## src/rtl/rxe_ctrl_if.sv

```systemverilog
// rxe_ctrl_if: write-filter to packet-memory bus of the RX buffer controller.
// i_wr_* come from the write filter; o_mem_* go to the RX packet memory.
interface rxe_ctrl_if #(
  parameter int AW = 12
);
  logic          i_wr_v;
  logic [AW-1:0] i_wr_addr;
  logic [31:0]   i_wr_data;
  logic [AW+1:0] i_wr_len;
  logic          o_mem_we;
  logic [AW-1:0] o_mem_addr;
  logic [31:0]   o_mem_data;

  modport master (
    output i_wr_v, i_wr_addr, i_wr_data, i_wr_len,
    input  o_mem_we, o_mem_addr, o_mem_data
  );

  modport slave (
    input  i_wr_v, i_wr_addr, i_wr_data, i_wr_len,
    output o_mem_we, o_mem_addr, o_mem_data
  );
endinterface

```

## src/rtl/rxe_ctrl.sv

```systemverilog
// rxe_ctrl: RX packet-buffer controller. Arms the write filter, gates memory
// writes, accepts or drops each packet and holds an accepted one for the CPU.
// Ports: i_clk/i_reset; i_ce, i_rx_v, i_crcerr from the RX chain; bus (write
// filter in, packet memory out); o_cancel; i_ctrl_wr/i_ctrl_data; o_status; o_int.
module rxe_ctrl #(
  parameter int AW     = 12,
  parameter int MINLEN = 64
) (
  input  logic        i_clk,
  input  logic        i_reset,
  input  logic        i_ce,
  input  logic        i_rx_v,
  input  logic        i_crcerr,
  rxe_ctrl_if.slave   bus,
  output logic        o_cancel,
  input  logic        i_ctrl_wr,
  input  logic [31:0] i_ctrl_data,
  output logic [31:0] o_status,
  output logic        o_int
);
  localparam int LW = AW + 2;
  localparam logic [LW:0] CAP = {1'b1, {LW{1'b0}}};
  localparam logic [LW:0] MIN = (LW+1)'(MINLEN);

  typedef enum logic [2:0] {
    S_DIS,
    S_ARMED,
    S_RECV,
    S_DRAIN,
    S_FULL
  } state_e;

  state_e        state_q, state_d;
  logic          cancel_q, cancel_d;
  logic          we_q, we_d;
  logic [AW-1:0] addr_q, addr_d;
  logic [31:0]   data_q, data_d;
  logic [LW-1:0] len_q, len_d;
  logic [LW-1:0] run_q, run_d;
  logic          wrap_q, wrap_d;
  logic          wrv_q, wrv_d;
  logic          rxv_q, rxv_d;
  logic [7:0]    crc_q, crc_d;
  logic [7:0]    miss_q, miss_d;

  logic          wrap_now;
  logic [LW:0]   ext_len;
  logic          pkt_end;
  logic          ovf;
  logic          crc_inc;
  logic          miss_inc;
  logic          do_dis;
  logic          do_arm;
  logic          do_clr;
  logic          ctrl_unused;

  assign ctrl_unused = ^i_ctrl_data[31:3];

  always_comb begin
    state_d  = state_q;
    len_d    = len_q;
    crc_inc  = 1'b0;
    miss_inc = 1'b0;
    do_dis   = i_ctrl_wr & i_ctrl_data[1];
    do_arm   = i_ctrl_wr & i_ctrl_data[0];
    do_clr   = i_ctrl_wr & i_ctrl_data[2];
    wrv_d    = i_ce ? bus.i_wr_v : wrv_q;
    rxv_d    = i_ce ? i_rx_v : rxv_q;
    // The filter length is only LW bits; a drop in the running
    // length means it wrapped, which restores the lost carry bit.
    wrap_now = wrap_q | (bus.i_wr_v & (bus.i_wr_len < run_q));
    ext_len  = {wrap_now, bus.i_wr_len};
    pkt_end  = i_ce & ~bus.i_wr_v & wrv_q;
    ovf      = i_ce & bus.i_wr_v & (ext_len > CAP);

    unique case (state_q)
      S_ARMED: begin
        if (i_ce && i_rx_v) state_d = S_RECV;
      end
      S_RECV: begin
        if (ovf) begin
          state_d  = S_DRAIN;
          miss_inc = 1'b1;
        end else if (pkt_end) begin
          if (i_crcerr) begin
            state_d = S_ARMED;
            crc_inc = 1'b1;
          end else if (ext_len < MIN) begin
            state_d  = S_ARMED;
            miss_inc = 1'b1;
          end else begin
            state_d = S_FULL;
            len_d   = bus.i_wr_len;
          end
        end
      end
      S_DRAIN: begin
        if (i_ce && !i_rx_v) state_d = S_ARMED;
      end
      S_FULL: begin
        miss_inc = i_ce & i_rx_v & ~rxv_q;
      end
      default: ;
    endcase

    // A disable aborts a packet in flight without any bookkeeping.
    if (do_dis) begin
      state_d = S_DIS;
      if (state_q == S_RECV) begin
        crc_inc  = 1'b0;
        miss_inc = 1'b0;
        len_d    = len_q;
      end
    end else if (do_arm &&
                 (state_q == S_FULL || state_q == S_DIS)) begin
      state_d = i_rx_v ? S_DRAIN : S_ARMED;
    end

    if (state_q != S_RECV) begin
      run_d  = '0;
      wrap_d = 1'b0;
    end else if (i_ce && bus.i_wr_v) begin
      run_d  = bus.i_wr_len;
      wrap_d = wrap_now;
    end else begin
      run_d  = run_q;
      wrap_d = wrap_q;
    end

    crc_d = crc_q;
    if (do_clr) crc_d = '0;
    else if (crc_inc && crc_q != 8'hff) crc_d = crc_q + 8'd1;

    miss_d = miss_q;
    if (do_clr) miss_d = '0;
    else if (miss_inc && miss_q != 8'hff) miss_d = miss_q + 8'd1;

    cancel_d = ~(state_d == S_ARMED || state_d == S_RECV);
    we_d     = i_ce & bus.i_wr_v & (state_q == S_RECV);
    addr_d   = we_d ? bus.i_wr_addr : addr_q;
    data_d   = we_d ? bus.i_wr_data : data_q;
  end

  always_ff @(posedge i_clk) begin
    if (i_reset) begin
      state_q  <= S_DIS;
      cancel_q <= 1'b1;
      we_q     <= 1'b0;
      addr_q   <= '0;
      data_q   <= '0;
      len_q    <= '0;
      run_q    <= '0;
      wrap_q   <= 1'b0;
      wrv_q    <= 1'b0;
      rxv_q    <= 1'b0;
      crc_q    <= '0;
      miss_q   <= '0;
    end else begin
      state_q  <= state_d;
      cancel_q <= cancel_d;
      we_q     <= we_d;
      addr_q   <= addr_d;
      data_q   <= data_d;
      len_q    <= len_d;
      run_q    <= run_d;
      wrap_q   <= wrap_d;
      wrv_q    <= wrv_d;
      rxv_q    <= rxv_d;
      crc_q    <= crc_d;
      miss_q   <= miss_d;
    end
  end

  assign o_cancel       = cancel_q;
  assign bus.o_mem_we   = we_q;
  assign bus.o_mem_addr = addr_q;
  assign bus.o_mem_data = data_q;
  assign o_int          = (state_q == S_FULL);
  assign o_status = {miss_q, crc_q,
                     state_q != S_DIS, state_q == S_FULL,
                     14'(len_q)};
endmodule
```

## src/flat_wrapper.sv

```systemverilog
// flat-port wrapper written by rule: the top's interface ports become plain ports
module rxe_ctrl_flat 
#(
  parameter int AW     = 12,
  parameter int MINLEN = 64
)
  (i_clk, i_reset, i_ce, i_rx_v, i_crcerr, o_cancel, i_ctrl_wr, i_ctrl_data, o_status, o_int, bus_i_wr_v, bus_i_wr_addr, bus_i_wr_data, bus_i_wr_len, bus_o_mem_we, bus_o_mem_addr, bus_o_mem_data);
  rxe_ctrl_if #(.AW(AW)) bus_i ();
  input  logic i_clk;
  input  logic i_reset;
  input  logic i_ce;
  input  logic i_rx_v;
  input  logic i_crcerr;
  output logic o_cancel;
  input  logic i_ctrl_wr;
  input  logic [31:0] i_ctrl_data;
  output logic [31:0] o_status;
  output logic o_int;
  input wire logic [$bits(bus_i.i_wr_v)-1:0] bus_i_wr_v;
  input wire logic [$bits(bus_i.i_wr_addr)-1:0] bus_i_wr_addr;
  input wire logic [$bits(bus_i.i_wr_data)-1:0] bus_i_wr_data;
  input wire logic [$bits(bus_i.i_wr_len)-1:0] bus_i_wr_len;
  output wire logic [$bits(bus_i.o_mem_we)-1:0] bus_o_mem_we;
  output wire logic [$bits(bus_i.o_mem_addr)-1:0] bus_o_mem_addr;
  output wire logic [$bits(bus_i.o_mem_data)-1:0] bus_o_mem_data;
  assign bus_i.i_wr_v = bus_i_wr_v;
  assign bus_i.i_wr_addr = bus_i_wr_addr;
  assign bus_i.i_wr_data = bus_i_wr_data;
  assign bus_i.i_wr_len = bus_i_wr_len;
  assign bus_o_mem_we = bus_i.o_mem_we;
  assign bus_o_mem_addr = bus_i.o_mem_addr;
  assign bus_o_mem_data = bus_i.o_mem_data;
  rxe_ctrl #(.AW(AW), .MINLEN(MINLEN)) u_core (.i_clk(i_clk), .i_reset(i_reset), .i_ce(i_ce), .i_rx_v(i_rx_v), .i_crcerr(i_crcerr), .bus(bus_i), .o_cancel(o_cancel), .i_ctrl_wr(i_ctrl_wr), .i_ctrl_data(i_ctrl_data), .o_status(o_status), .o_int(o_int));
endmodule
```

## config.mk

```make
export PLATFORM = sky130hd
export DESIGN_NAME = rxe_ctrl_flat
export DESIGN_NICKNAME = d
export VERILOG_FILES = /design/src/rtl/rxe_ctrl_if.sv /design/src/rtl/rxe_ctrl.sv /design/src/flat_wrapper.sv
export SDC_FILE = /design/constraint.sdc
export NUM_CORES = 1
export LEC_CHECK = 0
export ABC_CLOCK_PERIOD_IN_PS = 3000
export CAP_MARGIN = 0
export CORE_MARGIN = 2
export CORE_UTILIZATION = 43
export CTS_CLUSTER_SIZE = 40
export DETAILED_ROUTE_END_ITERATION = 8
export GPL_TIMING_DRIVEN = 0
export PLACE_DENSITY = 0.81
export SLEW_MARGIN = 20
export SYNTH_ARGS = -nofsm -noshare
export SYNTH_HDL_FRONTEND = slang
export SYNTH_SLANG_ARGS = --single-unit
```

## constraint.sdc

```tcl
create_clock -name i_clk -period 3 [get_ports i_clk]
set_input_delay 0.6 -clock i_clk [delete_from_list [all_inputs] [get_ports i_clk]]
set_output_delay 0.6 -clock i_clk [all_outputs]
set_load 0.03 [all_outputs]
```

==> results of run 1 <==
worst reg2reg max path, cell delays in order, from the launching register on:
cell	delay, ns
dfxtp_1	0.49
nor3b_4	0.36
nand2_2	0.22
or4b_4	0.60
o221a_4	0.25
buf_6	0.14
or4_1	0.47
a21oi_1	0.14
layout make-up:
cell class | count | area, um^2 | share of cell area (%)
Buffer | 26 | 114 | 1.89
Clock buffer | 9 | 124 | 2.05
Clock inverter | 7 | 101 | 1.68
Inverter | 18 | 67.6 | 1.12
Multi-Input combinational cell | 376 | 2080 | 34.5
Sequential cell | 96 | 1920 | 31.9
Tap cell | 129 | 161 | 2.68
Timing Repair Buffer | 146 | 1460 | 24.2
registers in the layout, summed over array words and instances (netlist names):
signal and cells:
u_core.bus.o_mem_addr 12, u_core.bus.o_mem_data 32, u_core.bus.o_mem_we 1, u_core.crc_q 8, u_core.len_q 14, u_core.miss_q 8, u_core.o_cancel 1, u_core.run_q 14
u_core.rxv_q 1, u_core.state_q 3, u_core.wrap_q 1, u_core.wrv_q 1
routing by layer:
| layer | vias to the layer above | GRT usage (%) |
|---|---|---|
| met2 | 115 | 36.7 |
| met5 | - | 0 |
| met1 | 1951 | 24.7 |
| met4 | 2 | 7.28 |
| li1 | 2072 | - |
| met3 | 21 | 6.44 |
logic make-up (layout without fill, tap and decap cells):
| family | count (synthesis) | count (layout) |
|---|---|---|
| flip-flops | 96 | 96 |
| adder cells (fa/ha/maj) | 15 | 15 |
| XOR/XNOR | 5 | 5 |
| AND/OR/NAND/NOR | 222 | 222 |
| multiplexers | 17 | 17 |
| AO/OA/AOI/OAI | 117 | 117 |
| buffers and inverters | 44 | 206 |
placed cells by master, fill, tap and decap left out, types with 2 or more instances in the layout:
master / count
nand4_1: 5
o31ai_1: 3
a211oi_1: 2
nor3_1: 2
nor2_2: 2
clkinvlp_4: 2
buf_4: 2
clkdlybuf4s50_1: 142
mux2i_1: 17
nand3_1: 6
o22ai_1: 2
o21a_1: 2
nand2b_1: 5
xor2_1: 4
or4_1: 5
and3_1: 3
dfxtp_1: 96
o211ai_1: 2
clkbuf_8: 9
a2bb2oi_1: 2
ha_1: 15
inv_1: 18
a21oi_1: 81
nor2_1: 32
bufinv_16: 2
dlygate4sd2_1: 2
nor4_1: 4
clkbuf_1: 20
and2_1: 2
nand3b_1: 2
a21o_1: 3
nand2_1: 136
or3_1: 4
nor3b_1: 2
buf_2: 3
inv_6: 3
o21ai_0: 10
nor2b_1: 3
synth_stat cells, types with 3 or more instances:
cell type / n / area [um^2]
nand3_1: 6 / 30.0
xor2_1: 4 / 35.0
nor4_1: 4 / 25.0
nand4_1: 5 / 31.3
inv_1: 18 / 67.6
buf_2: 3 / 15.0
nand2_1: 136 / 510
a21o_1: 3 / 22.5
o31ai_1: 3 / 22.5
or4_1: 5 / 37.5
and3_1: 3 / 18.8
nor2b_1: 3 / 18.8
dfxtp_1: 96 / 1920
clkbuf_1: 20 / 75.1
o21ai_0: 11 / 55.1
mux2i_1: 17 / 170
nand2b_1: 5 / 31.3
a21oi_1: 81 / 405
ha_1: 15 / 188
nor2_1: 34 / 128
or3_1: 4 / 25.0
repair_timing:
action                                  4_1_cts  5_1_grt
buffers inserted                              1        0
endpoints found under the setup margin        5       11
gates resized for setup                       4        2
pin swaps                                     1        0
power by group through the flow:
| stage | clock network, uW | logic [uW] | registers, uW |
|---|---|---|---|
| global route | 1020 | 285 | 1300 |
| CTS | 970 | 262 | 1290 |
| floorplan | 0 | 98.4 | 1340 |
| finish | 956 | 263 | 1290 |
| global placement | 0 | 253 | 1320 |
| detailed placement | 0 | 259 | 1320 |
worst min path at each step:
stage,end,slack [ns],cells after the start
2_1_floorplan,u_core.run_q[10]$_SDFFE_PP0P_,0.44,2
3_3_place_gp,u_core.bus.o_mem_data[31]$_SDFFE_PP0P_,0.44,2
3_5_place_dp,u_core.run_q[5]$_SDFFE_PP0P_,0.45,2
4_1_cts,u_core.run_q[5]$_SDFFE_PP0P_,0.46,2
5_1_grt,u_core.bus.o_mem_data[2]$_SDFFE_PP0P_,0.48,2
6_report,u_core.bus.o_mem_data[8]$_SDFFE_PP0P_,0.46,2
per-stage QoR:
stage	instance area (um^2)	instances
2_1_floorplan	4180	516
3_3_place_gp	5790	790
3_5_place_dp	5790	790
4_1_cts	6030	807
5_1_grt	6030	807
6_report	6030	807
==> key figures, run 1 <==
Synth
  – Cells after Synth: 516
  – Mapped cell area: 0.00418 mm^2
  – Yosys reg bits: 96
  – Avg Cell Area, Syn: 8.10 um^2
  – Adder-cell share of the synthesized area: 4.49%
  – Xor/xnor cell area share of the yosys netlist: 1.05%
  – Simple-gate share of the synthesized area: 23.9%
  – Register area share after synthesis: 46.0%
  – Synth unique cells: 52
  – Async set-or-reset flop fraction in the synthesized netlist: 0%
  – Synth Area in Compound Gates: 16.1%
  – Mapped Nets: 628
  – Mux cell area share after synthesis: 4.07%
  – YS warnings: 0
  – Top_reg_cell synth: dfxtp_1
  – Post-synth EDFFs: 0
  – Largest family of logic cells by synthesized area: simple AND/OR/NAND/NOR gates

Hold path
  – Worst Hold Launch: u_core.bus.o_mem_data[8]$_SDFFE_PP0P_
  – Min-Delay Path Class: flop to flop

Setup path
  – Max stage delay on crit path: 0.55 ns
  – Worst-path fanout max: 10
  – Critical path's top delay family: simple AND/OR/NAND/NOR gates
  – Required time of the critical path: between 3 and 4 ns
  – Setup crit end kind: flop
  – WP buf/inv: 2
  – Crit. path cell count: 9
  – RR Endpoint: u_core.miss_q[7]$_SDFFE_PP0P_
  – Crit path max-delay cell type: or4b_4
  – Element type at the critical path start: primary input
  – Reg2reg setup slack: 0.27 ns
  – R2r worst-path depth: 7
  – CP Launch Point: bus_i_wr_len[10]
  – Worst R2R Start: u_core.state_q[1]$_SDFF_PP0_
  – Crit path cell chain: clkdlybuf4s50_1 -> ha_1 -> a211oi_1 -> o21ai_1 -> or4b_4 -> o221a_4 -> buf_6 -> or4_1 -> a21oi_1
  – Worst Path Arrival: 3.21 ns
  – CP Class: primary input to flop
  – Critical path endpoint: u_core.miss_q[7]$_SDFFE_PP0P_

Global route
  – Pin count of the biggest net entering global routing: 18
  – GRT Overall Usage: about a fifth
  – Number of global-route vias before repair: 3916
  – Initial antenna violation count: 1
  – Overflow after GRT: 0
  – Wire length of the first global-routing pass: between 15 and 20 mm

Die
  – Row count: 35
  – Die X: 103 um
  – Num ports: 176
  – Die ar.: approximately 0.011 mm^2
  – Initial Utilization: 44.8%
  – Core footprint: approximately 0.0093 mm^2
  – Die Y: 103 um

Layout
  – Utilization after layout: between 60 and 70%
  – # diodes: 0
  – # fillers: 784
  – Fin nets: between 700 and 800
  – Area grow syn2layout: 44.3%
  – Layout cells sized above 1: 4.42%

Placed design
  – PortBufs: 145
  – Final GP Congestion: 0.889
  – Pre-CTS setup slack: -0.517 ns
  – DP HPWL: a little under 9 mm

Power and ir drop
  – Sequential power share: 51.5%
  – Total power: 2510 uW
  – Internal power: 1900 uW
  – Peak VDD IR: approximately 0.00025 V
  – P_leak: 0.00204 uW
  – Power share of the clock group: a little under two fifths
  – Net Switching: 616 uW
  – Comb pwr share: a little over a tenth
  – Sw Share: 24.5%
  – Pwr dens: between 400 and 500 mW/mm^2

Timing
  – Post-route setup TNS: 0 ns
  – Worst Skew: around 0.014 ns
  – Worst hold margin: approximately 0.46 ns
  – Slew Viols, Final: 0
  – Slew @ Worst Pin: 0.595 ns
  – Final Hold Fails: 0
  – Final worst-path cycle share: a little over nine tenths
  – Period minus WS final: around 2.9 ns
  – Max-slew headroom: 59.8%
  – Fmax: 0.343 GHz
  – Endpoints failing setup: 0
  – RSZ-0062 raised after global routing: no
  – Setup ws final: 0.0862 ns

Routing
  – Final wirelength: 11.4 mm
  – Via count: about 4.2k
  – Initial DRC Count: 96
  – Met2 wire length: 5.64 mm
  – DR WL/cell: 14.1 um
  – Antenna violation net count after detailed routing: 0
  – DR WL met3: between 700 and 800 um
  – Post-route DRC: 0
  – Top layer in use: met5
  – Number of vias per cell: 5.16
  – M1 WL: 4.70 mm
  – Detailed Routing Iterations Pass 1: 4

Clock network
  – # hold bufs at CTS: 0
  – CTS Root Buffer Type: clkbuf_8
  – Clk pin slew, worst setup/hold paths: around 0.090 ns
  – # H-tree levels: 3
  – CTS tree: yes
  – CTS Buf Count: 9
  – Worst skew pair latency: 0.37 ns
  – Deepest clock path buffer count: 2
  – # clock sinks: 96

Run
  – Max-cap violations: 0

Outcome
  – Outcome: finished clean
Power figures use the tool's default switching activity.
==> inputs of run 2 (changes only) <==
--- a/config.mk
+++ b/config.mk
@@ -7,13 +7,13 @@
 export LEC_CHECK = 0
 export ABC_CLOCK_PERIOD_IN_PS = 3000
 export CAP_MARGIN = 0
+export CORE_ASPECT_RATIO = 1.25
 export CORE_MARGIN = 2
 export CORE_UTILIZATION = 43
 export CTS_CLUSTER_SIZE = 40
 export DETAILED_ROUTE_END_ITERATION = 8
 export GPL_TIMING_DRIVEN = 0
 export PLACE_DENSITY = 0.81
-export SLEW_MARGIN = 20
 export SYNTH_ARGS = -nofsm -noshare
 export SYNTH_HDL_FRONTEND = slang
 export SYNTH_SLANG_ARGS = --single-unit
==> run 2 against run 1 <==
Sequential cell count unchanged. Clock power increased by 12%. Design area up 1.1%. Register-to-register slack improved by 0.08 ns. Maximum frequency hardly changed. Critical endpoint unchanged. Via count down 0.14%. Count of clock-buffer cells in the layout grew 4. Final cell count fell by 0.50%. Sequential power about the same. Worst setup slack worse by 0.00075 ns. Largest cell class unchanged.
==> key figures, run 2 (synthesis gave the netlist of run 1 again) <==
Outcome
  – Outcome: finished clean

Setup path
  – R2r worst-path depth: 7 (unchanged)
  – Required time of the critical path: 3.27 ns (-0.03 ns)
  – Element type at the critical path start: primary input
  – Worst-path fanout max: 10 (unchanged)
  – Worst Path Arrival: 3.18 ns (-0.03 ns)
  – Worst R2R Start: u_core.state_q[1]$_SDFF_PP0_
  – RR Endpoint: u_core.miss_q[7]$_SDFFE_PP0P_
  – Reg2reg setup slack: 0.35 ns (+0.08 ns)
  – CP Class: primary input to flop
  – Setup crit end kind: flop

Clock network
  – # H-tree levels: 3 (unchanged)
  – Deepest clock path buffer count: 2 (unchanged)
  – Worst skew pair latency: 0.34 ns (-0.03 ns)
  – # hold bufs at CTS: 0 (unchanged)
  – # clock sinks: 96 (unchanged)
  – CTS Root Buffer Type: clkbuf_16
  – CTS Buf Count: 9 (unchanged)
  – CTS tree: yes
  – Clk pin slew, worst setup/hold paths: 0.06 ns (-0.03 ns)

Layout
  – Utilization after layout: 63.8% (-0.87 points)
  – Layout cells sized above 1: 3.99% (-0.44 points)
  – Post-route cell area: 0.00610 mm^2 (+1.1%)
  – Most common cell after layout, fill and taps aside: clkdlybuf4s50_1
  – # fillers: 794 (+1.3%)
  – Area grow syn2layout: 45.9%
  – # diodes: 0 (unchanged)
  – Commonest cells after routing, fill and taps aside: 140 x clkdlybuf4s50_1, 136 x nand2_1, 96 x dfxtp_1, 80 x a21oi_1, 33 x nor2_1
  – Max reg flops: 32 (unchanged)
  – Fin nets: 785 (unchanged)

Timing
  – Worst hold margin: 0.454 ns (-0.00469 ns)
  – Period minus WS final: 2.91 ns (+0.000754 ns)
  – Fmax: 0.343 GHz (about the same)
  – Endpoints failing setup: 0 (unchanged)
  – Final Hold Fails: 0 (unchanged)
  – Worst Skew: 0.00400 ns (-0.00978 ns)
  – Max-slew headroom: 62.3% (+2.5 points)
  – Slew @ Worst Pin: 0.564 ns (-0.0309 ns)
  – Slew Viols, Final: 0 (unchanged)
  – Final worst-path cycle share: 97.2% (about the same)

Routing
  – Detailed Routing Iterations Pass 1: 6 (+2)
  – Number of vias per cell: 5.17 (+0.35%)
  – Post-route DRC: 0 (unchanged)
  – Initial DRC Count: 133 (+39%)
  – Via count: 4155 (-0.14%)
  – DR WL/cell: 14.0 um (-0.29%)
  – Antenna violation net count after detailed routing: 0 (unchanged)
  – Final wirelength: 11.3 mm (-0.78%)

Power and ir drop
  – Sequential power share: 49.2% (-2.3 points)
  – Pwr dens: 432 mW/mm^2 (+3.7%)
  – Power share of the clock group: 40.7% (+2.6 points)
  – Peak VDD IR: 0.000332 V (+31%)
  – Comb pwr share: 10.1% (-0.3 points)
  – Sw Share: 23.2% (-1.3 points)
  – Net Switching: 611 uW (-0.74%)
  – P_leak: 0.00210 uW (+2.9%)
  – Internal power: 2020 uW (+6.7%)

Global route
  – Initial antenna violation count: 0 (-1)
  – Wire length of the first global-routing pass: 18.2 mm (+2.3%)
  – GRT Overall Usage: 21.4% (+0.30 points)
  – Number of global-route vias before repair: 4060 (+3.7%)
  – Pin count of the biggest net entering global routing: 15 (-3)
  – Overflow after GRT: 0 (unchanged)

Placed design
  – DP HPWL: 8.53 mm (-2.4%)
  – PortBufs: 145 (unchanged)
  – Final GP Congestion: 0.926 (+4.2%)
  – Placed Instance Area: 0.00579 mm^2 (about the same)

Die
  – Row count: 40 (+14%)
  – Num ports: 176 (unchanged)
  – Initial Utilization: 43.7% (-1.1 points)
  – Die Y: 114 um (+11%)
  – Die X: 92.2 um (-10%)
  – Core footprint: 0.00956 mm^2 (+2.5%)
  – Die ar.: 0.0105 mm^2 (about the same)

Hold path
  – Hold path depth: 2 (unchanged)
  – Worst Hold Path EP: u_core.run_q[11]$_SDFFE_PP0P_
  – Worst Hold Launch: u_core.run_q[11]$_SDFFE_PP0P_
  – Min-Delay Path Class: flop to flop

Run
  – Max-cap violations: 0 (unchanged)
-- run 2: cell count changes in the layout (fill, tap and decap cells not counted), sizes merged --
| cell | delta |
|---|---|
| bufinv | -2 |
| clkbuf | +4 |
| clkdlybuf4s50 | -2 |
| dlygate4sd2 | -1 |
| dlymetal6s2s | +3 |
| inv | -3 |
-- run 2: per-stage QoR --
step	std cells	TNS [ns]	total power (uW)	setup slack (ns)
6_report	803	0	2630	0.0855
5_1_grt	803	-0.0152	2730	-0.0152
4_1_cts	803	0	2650	0.0352
3_5_place_dp	787	-3.81	1580	-0.518
3_3_place_gp	787	-3.60	1580	-0.533
2_1_floorplan	516	0	1440	0.232
-- run 2: area by class of cell --
class	instances	area, um^2	share of cell area, %
inverters	18	67.6	1.11
repair buffers	146	1470	24.1
clock inverters	2	15.0	0.246
flip-flops and latches	96	1920	31.5
clock buffers	13	260	4.27
well taps	126	158	2.59
plain buffers	26	114	1.87
multi-input cells	376	2090	34.3
-- run 2: how the worst max path moves through the flow --
stage                                start                            end  slack [ns]
after floorplan           bus_i_wr_len[11]  u_core.miss_q[7]$_SDFFE_PP0P_        0.23
after global placement          bus_i_wr_v  u_core.miss_q[7]$_SDFFE_PP0P_       -0.53
after detailed placement        bus_i_wr_v  u_core.miss_q[7]$_SDFFE_PP0P_       -0.52
after CTS                       bus_i_wr_v  u_core.miss_q[7]$_SDFFE_PP0P_        0.04
after global routing       bus_i_wr_len[5]  u_core.miss_q[7]$_SDFFE_PP0P_       -0.02
final                      bus_i_wr_len[5]  u_core.miss_q[7]$_SDFFE_PP0P_        0.09
-- run 2: routing by layer --
layer	GRT usage, %	vias up	routed length, um
li1	-	2080	-
met5	0	-	0
met3	6.32	24	823
met1	23.7	1918	4490
met4	9.85	0	310
met2	37.7	133	5660
-- run 2: worst max-delay path, cell delays in order --
cell and delay [ns]:
clkdlybuf4s50_1 0.48, ha_1 0.36, a21oi_2 0.18, o211ai_1 0.12, a221o_1 0.42, o221a_4 0.27, buf_6 0.13, or4_1 0.46
a21oi_1 0.15
-- run 2: what timing repair did --
item                       4_1_cts  5_1_grt
resized for setup                4        7
pin swaps                        1        0
setup endpoints to repair        6       10
buffers inserted                 1        0
gates cloned                     0        0
hold endpoints to repair         0        0
-- run 2: power by group through the flow --
stage | registers, uW | logic [uW] | clock network [uW]
after floorplan | 1340 | 98.4 | 0
after global placement | 1320 | 254 | 0
after detailed placement | 1320 | 261 | 0
after CTS | 1290 | 264 | 1090
after global routing | 1300 | 289 | 1150
final | 1300 | 266 | 1070
==> inputs of run 3 (changes only) <==
--- a/config.mk
+++ b/config.mk
@@ -13,7 +13,9 @@
 export CTS_CLUSTER_SIZE = 40
 export DETAILED_ROUTE_END_ITERATION = 8
 export GPL_TIMING_DRIVEN = 0
+export HOLD_SLACK_MARGIN = 0.03
 export PLACE_DENSITY = 0.81
 export SYNTH_ARGS = -nofsm -noshare
 export SYNTH_HDL_FRONTEND = slang
 export SYNTH_SLANG_ARGS = --single-unit
+export TNS_END_PERCENT = 1
==> results of run 3 <==
The final DEF is identical to that of run 2; final timing and power are the same.
